==> config.mk <==
export PLATFORM = sky130hd
export DESIGN_NAME = nova_ddr_scrb_ctl_flat
export DESIGN_NICKNAME = d
export VERILOG_FILES = /design/src/rtl/nova_ddr_scrb_ctl_if.sv /design/src/rtl/nova_ddr_scrb_ctl.sv /design/src/flat_wrapper.sv
export SDC_FILE = /design/constraint.sdc
export NUM_CORES = 1
export LEC_CHECK = 0
export CAP_MARGIN = 5
export CORE_AREA = 2 2 299 301
export DETAILED_ROUTE_END_ITERATION = 12
export DIE_AREA = 0 0 301 303
export SYNTH_ARGS = -nofsm -noshare
export SYNTH_HDL_FRONTEND = slang
export SYNTH_SLANG_ARGS = --single-unit
==> constraint.sdc <==
create_clock -name clk_main_a0 -period 10.2 [get_ports clk_main_a0]
set_input_delay 1.53 -clock clk_main_a0 [delete_from_list [all_inputs] [get_ports clk_main_a0]]
set_output_delay 1.53 -clock clk_main_a0 [all_outputs]
set_load 0.05 [all_outputs]
==> src/rtl/nova_ddr_scrb_ctl_if.sv <==
// AXI4 write-channel bundle (AW, W, B) between the DDR scrubber and the DDR controller.
// The master modport is the scrubber side; the slave modport is the memory side.
interface nova_ddr_scrb_ctl_if #(
  parameter int unsigned ID_W = 16
) ();
  logic [ID_W-1:0] awid;
  logic [63:0]     awaddr;
  logic [7:0]      awlen;
  logic [2:0]      awsize;
  logic [1:0]      awburst;
  logic            awvalid;
  logic            awready;

  logic [511:0]    wdata;
  logic [63:0]     wstrb;
  logic            wlast;
  logic            wvalid;
  logic            wready;

  logic [ID_W-1:0] bid;
  logic [1:0]      bresp;
  logic            bvalid;
  logic            bready;

  modport master (
    output awid, awaddr, awlen, awsize, awburst, awvalid,
    input  awready,
    output wdata, wstrb, wlast, wvalid,
    input  wready,
    input  bid, bresp, bvalid,
    output bready
  );

  modport slave (
    input  awid, awaddr, awlen, awsize, awburst, awvalid,
    output awready,
    input  wdata, wstrb, wlast, wvalid,
    output wready,
    output bid, bresp, bvalid,
    input  bready
  );
endinterface

==> src/rtl/nova_ddr_scrb_ctl.sv <==
// DDR scrubber: writes full AXI4 bursts over [0, MAX_ADDR] with bounded outstanding bursts.
// Define NOVA_DDR_SCRB_PATTERN_EN to tag each 64-bit wdata lane with its beat byte address.
module nova_ddr_scrb_ctl #(
  parameter logic [63:0] MAX_ADDR         = 64'h3FFFFFFFF,
  parameter int unsigned BURST_LEN_MINUS1 = 15,
  parameter int unsigned MAX_OUTSTANDING  = 8,
  parameter int unsigned ID_W             = 16
) (
  input  logic                clk_main_a0,
  input  logic                rst_main_n,
  input  logic                start_i,
  output logic                busy_o,
  output logic                done_o,
  output logic                err_o,
  output logic [63:0]         cur_addr_o,
  nova_ddr_scrb_ctl_if.master axi_io
);

  localparam logic [63:0] BurstBytes = 64'(BURST_LEN_MINUS1 + 1) * 64'd64;
  localparam logic [63:0] NumBursts  = (MAX_ADDR + 64'd1) / BurstBytes;
  localparam logic [63:0] LastAddr   = MAX_ADDR + 64'd1 - BurstBytes;
  localparam int unsigned OutW       = $clog2(MAX_OUTSTANDING + 1);
  localparam logic [OutW-1:0] MaxOut = OutW'(MAX_OUTSTANDING);
  localparam logic [7:0]  LastBeat   = 8'(BURST_LEN_MINUS1);

  typedef enum logic [1:0] {StIdle, StRun, StDrain, StDone} state_e;

  state_e          state_q;
  logic            busy_q, done_q, err_q;
  logic            awvalid_q, wvalid_q, wlast_q;
  logic [63:0]     cur_addr_q, w_addr_q;
  logic [63:0]     aw_issued_q, w_bursts_q;
  logic [OutW-1:0] outst_q;
  logic [7:0]      beat_q;
  logic [511:0]    wdata_q;

  logic            aw_hs, w_hs, wlast_hs, b_hs, last_aw;
  logic [63:0]     cur_addr_d, w_addr_d, aw_issued_d, w_bursts_d;
  logic [OutW-1:0] outst_d;
  logic [7:0]      beat_d;
  logic [511:0]    wdata_d;

  // Counter values after this cycle's handshakes; registered valids are derived from these
  // so they never depend combinationally on ready.
  always_comb begin
    aw_hs       = awvalid_q & axi_io.awready;
    w_hs        = wvalid_q & axi_io.wready;
    wlast_hs    = w_hs & wlast_q;
    b_hs        = busy_q & axi_io.bvalid;
    last_aw     = aw_hs & (cur_addr_q == LastAddr);
    aw_issued_d = aw_hs ? aw_issued_q + 64'd1 : aw_issued_q;
    cur_addr_d  = aw_hs ? cur_addr_q + BurstBytes : cur_addr_q;
    w_bursts_d  = wlast_hs ? w_bursts_q + 64'd1 : w_bursts_q;
    w_addr_d    = wlast_hs ? w_addr_q + BurstBytes : w_addr_q;
    beat_d      = beat_q;
    if (w_hs) beat_d = wlast_q ? 8'd0 : beat_q + 8'd1;
    outst_d = outst_q;
    if (aw_hs && !b_hs) begin
      outst_d = outst_q + OutW'(1);
    end else if (!aw_hs && b_hs) begin
      outst_d = outst_q - OutW'(1);
    end
  end

`ifdef NOVA_DDR_SCRB_PATTERN_EN
  assign wdata_d = {8{w_addr_d + (64'(beat_d) << 6)}};
`else
  assign wdata_d = '0;
`endif

  always_ff @(posedge clk_main_a0 or negedge rst_main_n) begin
    if (!rst_main_n) begin
      state_q     <= StIdle;
      busy_q      <= 1'b0;
      done_q      <= 1'b0;
      err_q       <= 1'b0;
      awvalid_q   <= 1'b0;
      wvalid_q    <= 1'b0;
      wlast_q     <= 1'b0;
      cur_addr_q  <= '0;
      w_addr_q    <= '0;
      aw_issued_q <= '0;
      w_bursts_q  <= '0;
      outst_q     <= '0;
      beat_q      <= '0;
      wdata_q     <= '0;
    end else begin
      done_q <= 1'b0;
      unique case (state_q)
        StIdle: begin
          if (start_i) begin
            state_q     <= StRun;
            busy_q      <= 1'b1;
            err_q       <= 1'b0;
            awvalid_q   <= 1'b1;
            wvalid_q    <= 1'b0;
            wlast_q     <= (LastBeat == 8'd0);
            cur_addr_q  <= '0;
            w_addr_q    <= '0;
            aw_issued_q <= '0;
            w_bursts_q  <= '0;
            outst_q     <= '0;
            beat_q      <= '0;
            wdata_q     <= '0;
          end
        end
        StRun, StDrain: begin
          cur_addr_q  <= cur_addr_d;
          w_addr_q    <= w_addr_d;
          aw_issued_q <= aw_issued_d;
          w_bursts_q  <= w_bursts_d;
          outst_q     <= outst_d;
          beat_q      <= beat_d;
          wdata_q     <= wdata_d;
          wlast_q     <= (beat_d == LastBeat);
          if (b_hs && (axi_io.bresp != 2'b00)) err_q <= 1'b1;
          awvalid_q <= (state_q == StRun) && !last_aw && (outst_d < MaxOut) &&
                       (aw_issued_d < NumBursts);
          // W for burst n only once burst n has been accepted on AW.
          wvalid_q  <= (w_bursts_d < aw_issued_d);
          if (state_q == StRun && last_aw) state_q <= StDrain;
          if (state_q == StDrain && w_bursts_d == NumBursts && outst_d == '0) begin
            state_q   <= StDone;
            done_q    <= 1'b1;
            busy_q    <= 1'b0;
            awvalid_q <= 1'b0;
            wvalid_q  <= 1'b0;
            wlast_q   <= 1'b0;
          end
        end
        StDone: begin
          state_q <= StIdle;
        end
      endcase
    end
  end

  logic unused_bid;
  assign unused_bid = ^axi_io.bid;

  assign busy_o         = busy_q;
  assign done_o         = done_q;
  assign err_o          = err_q;
  assign cur_addr_o     = cur_addr_q;
  assign axi_io.awid    = ID_W'(0);
  assign axi_io.awaddr  = cur_addr_q;
  assign axi_io.awlen   = LastBeat;
  assign axi_io.awsize  = 3'b110;
  assign axi_io.awburst = 2'b01;
  assign axi_io.awvalid = awvalid_q;
  assign axi_io.wdata   = wdata_q;
  assign axi_io.wstrb   = '1;
  assign axi_io.wlast   = wlast_q;
  assign axi_io.wvalid  = wvalid_q;
  assign axi_io.bready  = busy_q;

endmodule

==> src/flat_wrapper.sv <==
// flat-port wrapper written by rule: the top's interface ports become plain ports
module nova_ddr_scrb_ctl_flat 
#(
  parameter logic [63:0] MAX_ADDR         = 64'h3FFFFFFFF,
  parameter int unsigned BURST_LEN_MINUS1 = 15,
  parameter int unsigned MAX_OUTSTANDING  = 8,
  parameter int unsigned ID_W             = 16
)
  (clk_main_a0, rst_main_n, start_i, busy_o, done_o, err_o, cur_addr_o, axi_io_awid, axi_io_awaddr, axi_io_awlen, axi_io_awsize, axi_io_awburst, axi_io_awvalid, axi_io_awready, axi_io_wdata, axi_io_wstrb, axi_io_wlast, axi_io_wvalid, axi_io_wready, axi_io_bid, axi_io_bresp, axi_io_bvalid, axi_io_bready);
  nova_ddr_scrb_ctl_if #(.ID_W(ID_W)) axi_io_i ();
  input  logic clk_main_a0;
  input  logic rst_main_n;
  input  logic start_i;
  output logic busy_o;
  output logic done_o;
  output logic err_o;
  output logic [63:0] cur_addr_o;
  output wire logic [$bits(axi_io_i.awid)-1:0] axi_io_awid;
  output wire logic [$bits(axi_io_i.awaddr)-1:0] axi_io_awaddr;
  output wire logic [$bits(axi_io_i.awlen)-1:0] axi_io_awlen;
  output wire logic [$bits(axi_io_i.awsize)-1:0] axi_io_awsize;
  output wire logic [$bits(axi_io_i.awburst)-1:0] axi_io_awburst;
  output wire logic [$bits(axi_io_i.awvalid)-1:0] axi_io_awvalid;
  input wire logic [$bits(axi_io_i.awready)-1:0] axi_io_awready;
  output wire logic [$bits(axi_io_i.wdata)-1:0] axi_io_wdata;
  output wire logic [$bits(axi_io_i.wstrb)-1:0] axi_io_wstrb;
  output wire logic [$bits(axi_io_i.wlast)-1:0] axi_io_wlast;
  output wire logic [$bits(axi_io_i.wvalid)-1:0] axi_io_wvalid;
  input wire logic [$bits(axi_io_i.wready)-1:0] axi_io_wready;
  input wire logic [$bits(axi_io_i.bid)-1:0] axi_io_bid;
  input wire logic [$bits(axi_io_i.bresp)-1:0] axi_io_bresp;
  input wire logic [$bits(axi_io_i.bvalid)-1:0] axi_io_bvalid;
  output wire logic [$bits(axi_io_i.bready)-1:0] axi_io_bready;
  assign axi_io_awid = axi_io_i.awid;
  assign axi_io_awaddr = axi_io_i.awaddr;
  assign axi_io_awlen = axi_io_i.awlen;
  assign axi_io_awsize = axi_io_i.awsize;
  assign axi_io_awburst = axi_io_i.awburst;
  assign axi_io_awvalid = axi_io_i.awvalid;
  assign axi_io_i.awready = axi_io_awready;
  assign axi_io_wdata = axi_io_i.wdata;
  assign axi_io_wstrb = axi_io_i.wstrb;
  assign axi_io_wlast = axi_io_i.wlast;
  assign axi_io_wvalid = axi_io_i.wvalid;
  assign axi_io_i.wready = axi_io_wready;
  assign axi_io_i.bid = axi_io_bid;
  assign axi_io_i.bresp = axi_io_bresp;
  assign axi_io_i.bvalid = axi_io_bvalid;
  assign axi_io_bready = axi_io_i.bready;
  nova_ddr_scrb_ctl #(.MAX_ADDR(MAX_ADDR), .BURST_LEN_MINUS1(BURST_LEN_MINUS1), .MAX_OUTSTANDING(MAX_OUTSTANDING), .ID_W(ID_W)) u_core (.clk_main_a0(clk_main_a0), .rst_main_n(rst_main_n), .start_i(start_i), .busy_o(busy_o), .done_o(done_o), .err_o(err_o), .cur_addr_o(cur_addr_o), .axi_io(axi_io_i));
endmodule
=== Word-level counts from Yosys, hierarchy flattened ===
Index checks and enable logic that the tools add are counted.

* Register bits after elaboration: 724
* Latch bits: 0
* Memory bits (writable): 0
* ROM bits: 0
* Input bits: 24
* Word-level logic and storage cells: 95
* Memories kept: 0

* $add $sub $neg: 6
* $mul: 0
* Divide/modulo/power cells: 0
* Order comparisons: 3
* Eq/ne operators: 11
* Shifts and indexed selects: 0
* Muxes and demuxes: 35
* Bitwise operators: 5
* Reductions and logical operators: 22

{| class="wikitable"
|+ Operators with widths
! operator !! count
|-
| 512-bit case mux with 2 select lines || 1
|-
| 512-bit two-way mux || 1
|-
| 64-bit case mux with 2 select lines || 3
|-
| 64-bit two-way mux || 4
|-
| 64-bit by 1-bit adder with 64-bit output (second input constant) || 2
|-
| 64-bit by 11-bit adder with 64-bit output (second input constant) || 1
|-
| 64-bit by 25-bit == test with 1-bit output (second input constant) || 1
|-
| 64-bit by 34-bit == test with 1-bit output (second input constant) || 1
|-
| 64-bit by 25-bit < comparator with 1-bit output (second input constant) || 1
|-
| 64-bit < comparator || 1
|-
| 8-bit two-way mux || 3
|-
| 8-bit case mux with 2 select lines || 1
|-
| 4-bit two-way mux || 3
|-
| 1-bit case mux with 2 select lines || 5
|-
| 1-bit logical AND || 9
|-
| 1-bit two-way mux || 9
|-
| 3-bit AND reduction || 3
|-
| 8-bit by 1-bit adder with 8-bit output (second input constant) || 1
|-
| 8-bit by 4-bit == test with 1-bit output (second input constant) || 1
|-
| 4-bit case mux with 2 select lines || 1
|-
| 2-bit two-way mux || 3
|-
| 2-bit by 1-bit inequality test with 1-bit output (second input constant) || 3
|-
| 2-bit case mux with 3 select lines || 1
|-
| 1-bit AND || 5
|-
| 13 further kinds || 18
|}

=== Longest topological paths before layout ===
* Word-level depth: 10
* Depth in mapped cells: 19

=== Worst setup path before layout ===
OpenSTA, ideal clock, no wires.

* Kind: input to register
* From: in axi_io_wready
* To: reg u_core.wvalid_q (netlist: u_core.axi_io.wvalid)
* Library setup time: 0.133 ns
* Arrival time: 5.342 ns
* Path slack: 4.725 ns
* Cell stages on the path: 15
* Buffers on the path: 1
* Cells stage by stage: nand3_4 -> or4_4 -> buf_6 -> or4_4 -> or3_4 -> xnor2_2 -> inv_1 -> ha_1 -> and4_1 -> nand3_1 -> or3_1 -> or3_1 -> a2111oi_0 -> or4b_2 -> a31oi_1

* Word-level cells in the longest chain between the ends: 8
* Elaborated cells between the ends (all ways): 9
* Those cells by class: 1 x order compare; 1 x eq/ne; 3 x mux; 2 x bitwise; 2 x reduce/logical

{| class="wikitable"
|+ RTL lines
! item !! line !! source
|-
| start: declaration || flat_wrapper.sv:29 || <nowiki>input wire logic [$bits(axi_io_i.wready)-1:0] axi_io_wready;</nowiki>
|-
| 1-bit AND (*) || nova_ddr_scrb_ctl.sv:47 || <nowiki>w_hs = wvalid_q & axi_io.wready;</nowiki>
|-
| 1-bit AND (*) || nova_ddr_scrb_ctl.sv:48 || <nowiki>wlast_hs = w_hs & wlast_q;</nowiki>
|-
| 64-bit two-way mux (*) || nova_ddr_scrb_ctl.sv:53 || <nowiki>w_bursts_d = wlast_hs ? w_bursts_q + 64'd1 : w_bursts_q;</nowiki>
|-
| parallel branches: the longest is 3 deep, another holds 64-bit < comparator || -- ||
|-
| 1-bit two-way mux (*) || nova_ddr_scrb_ctl.sv:122 || <nowiki>if (state_q == StDrain && w_bursts_d == NumBursts && outst_d == '0) begin</nowiki>
|-
| 1-bit case mux with 2 select lines (*) || nova_ddr_scrb_ctl.sv:89 || <nowiki>unique case (state_q)</nowiki>
|-
| end signal: assignment || nova_ddr_scrb_ctl.sv:120 || <nowiki>wvalid_q <= (w_bursts_d < aw_issued_d);</nowiki>
|-
| end: declaration || nova_ddr_scrb_ctl.sv:30 || <nowiki>logic awvalid_q, wvalid_q, wlast_q;</nowiki>
|}

Every way passes the cells marked *.
A chain may end at the register's enable or synchronous reset.

=== Final worst setup path ===
Ends and elaborated chain as after synthesis.

==> results by group <==
Run status
  – Status: finished, final reports clean

Logic synthesis
  – Yosys cell types: 84
  – Async set-reset flop share out of synthesis: 100%
  – Synthesized area: 19800 um2
  – Primary FF master, synth: dfrtp_1
  – Post-synthesis sequential area ratio: 25.5%
  – Flops & latches, synth: 202
  – Number of synthesized flops with an enable pin: 0
  – Synth warn: 0
  – Syn Area/Cell: 7.94 um2
  – Post-Syn Instances: 2496

Worst hold path
  – Hold Path Class: reg2reg
  – Worst Hold Path Cells: 2

STA
  – Crit path time final: 6.33 ns
  – FMAX: 158 MHz
  – Final Worst Setup Slack: 3.87 ns
  – RSZ-0062 raised after global routing: false
  – Final Max Slew Viols: 0
  – Setup total negative slack: 0 ns
  – Period utilization: 62.1%
  – Final Skew: 0.0191 ns
  – Max_slew headroom: 20.0%
  – Tightest Pin Transition: 1.20 ns
  – Final setup violation count: 0
  – Final-report hold violation count: 0

Route
  – Detail Route Antenna Nets: 0
  – Via density: 4.14
  – Routed len/inst: 13.9 um
  – DRT Pass-1 Iters: 5
  – # DRC: 0
  – Vias: 15200
  – Initial DRC count: 1084
  – Final WL: 51.4 mm

Critical path
  – Crit end category: flop
  – Crit-path max FO: 19
  – Startpoint types: primary input
  – Worst EP arrival: 6.75 ns
  – R2R depth: 14
  – Critical Path RT: 10.62 ns
  – Setup CP Type: in2reg

GRT
  – Initial antenna violation count: 1
  – Global route overflow: 0
  – Tot GR Track Use: 10.5%
  – First-pass GRT wire length: 77.3 mm
  – Pin count of the biggest net entering global routing: 88
  – Number of global-route vias before repair: 13400

Pwr
  – Combinational Power Share: 39.6%
  – Clk network pwr share: 30.6%
  – Net load switching power: 1.43 mW
  – Static leakage: 9.07 nW
  – Seq pwr share: 29.8%
  – Sw frac: 48.1%
  – P_int: 1.55 mW
  – VDD IR max: 0.132 mV
  – PD cells: 147 nW/um2

Layout
  – Diodes inserted: 0
  – Nets: 2599
  – Finished Layout Cells: 3683
  – Most frequent cells in the layout: conb_1, nand2_1, dfrtp_1
  – Share of cells above drive strength 1: 3.61%
  – Syn-to-layout area delta: 2.20%
  – Commonest non-fill, non-tap cell in the layout: conb_1

Floorplan
  – Core Rows: 109
  – Die height: 303 um
  – I/O pins: 764
  – Starting Density: 22.5%
  – Die extent in x: 301 um
  – Core area: 88000 um2
  – Die area: 91200 um2

Placement
  – Placed insts: 3640
  – GP Congestion: 0.864
  – Final HPWL DP: 38.3 mm
  – PortBufs: 122
  – Pre-CTS setup slack: 3.35 ns

Clock network
  – Max clock buf depth: 3
  – Sink Count: 202
  – Cts-stage hold buffer count: 0
  – CTS resizes: 0
  – Clock transition at path regs: 0.06 ns
  – Root Driver: clkbuf_16
  – Skew-Pair Late Insertion Delay: 0.55 ns
  – Total CTS buffers: 25
  – H-tree levels: 1
  – Post-CTS setup buffers: 0
  – CTS tree: built

Job
  – Max-cap violations: 0
## power by group through the flow
stage | sequential, mW | clock (mW) | combinational [mW]
2_1_floorplan | 0.925 | 0 | 1.09
3_3_place_gp | 0.903 | 0 | 1.18
3_5_place_dp | 0.903 | 0 | 1.18
4_1_cts | 0.889 | 0.935 | 1.18
5_1_grt | 0.894 | 0.966 | 1.26
6_report | 0.888 | 0.912 | 1.18
## logic make-up (layout without fill, tap and decap cells)
logic type / Yosys count / in the layout / share of synthesized area, %
xor gates and xnor gates: 168 / 168 / 7.46
adders and majority gates: 73 / 73 / 4.61
muxes: 27 / 27 / 1.38
AOI/OAI and AO/OA: 327 / 327 / 9.90
buffers and inverters: 850 / 249 / 29.2
and+or+nand+nor: 847 / 847 / 21.9
DFF: 202 / 202 / 25.5
other: 2 / 625 / 0.0379
## worst max-delay path: stages
cell and delay (ns):
clkdlybuf4s50_1 0.64, nand4_2 0.26, nor4_1 0.46, or4b_1 0.87
nor4_1 0.46, xnor2_1 0.21, inv_1 0.12, ha_1 0.30
and4_1 0.23, nand3_1 0.11, or3_1 0.43, or3_1 0.45
a2111oi_0 0.43, or4b_2 0.20, a31oi_1 0.04
## routing by layer
layer	up-vias	GRT usage, %	part of all wire, %
met4	2	2.25	1.5
met3	52	1.35	6.4
met2	613	17.6	49
met1	7295	14.2	44
met5	-	0	0.016
li1	7272	-	-
## flip-flops by register name, summed over array words and instances, names as in the netlist
register	flops
u_core.err_o	1
u_core.axi_io.bready	1
u_core.state_q	2
u_core.axi_io.awvalid	1
u_core.axi_io.wlast	1
u_core.w_bursts_q	64
u_core.axi_io.wvalid	1
u_core.beat_q	8
u_core.axi_io.awaddr	54
u_core.outst_q	4
u_core.aw_issued_q	64
u_core.done_o	1
## synth_stat cells, drive strengths merged (23+ instances only)
library cell	count	area share, %
nor4	63	2.1
ha	73	4.6
or3	25	0.81
mux2i	24	1.2
o31ai	24	0.91
xnor2	99	4.4
nand2	247	4.7
o21ai	147	3.7
a21oi	66	1.7
and4	23	1.0
xor2	69	3.1
buf	699	26
nor2	137	2.6
clkbuf	83	1.6
inv	67	1.3
nand4	91	3.0
nor3	62	1.6
nand3	93	2.4
and3	28	0.88
dfrtp	202	26
## worst paths after layout
check                      slack (ns)                   start                endpoint
max in group asynchronous        7.14              rst_main_n  u_core.aw_issued_q[29]
hold / removal                   0.50  u_core.aw_issued_q[63]  u_core.aw_issued_q[63]
min in group asynchronous        1.02              rst_main_n   u_core.w_bursts_q[10]
setup reg to reg                 4.73   u_core.axi_io.awvalid    u_core.axi_io.wvalid
setup / recovery                 3.87           axi_io_wready    u_core.axi_io.wvalid
hold reg to reg                  0.50  u_core.aw_issued_q[63]  u_core.aw_issued_q[63]
## layout make-up
cell class                 instances  area, um2
fill                            9773      67700
multi-input combinational       2067      11300
sequential                       202       5050
tap                             1165       1460
timing repair buffer             138       1350
clock buffer                      33        676
inverter                          68        255
clock inverter                    10        129
## per-stage QoR
step	power [mW]	util, %	area, um2	hold WS [ns]
2_1_floorplan	2.01	-	22200	0.470
6_report	2.98	23.0	20200	0.499
5_1_grt	3.12	23.0	20200	0.543
4_1_cts	3.01	23.0	20200	0.505
3_5_place_dp	2.08	22.1	19400	0.491
3_3_place_gp	2.08	22.1	19400	0.483
Power figures use the tool's default switching activity.
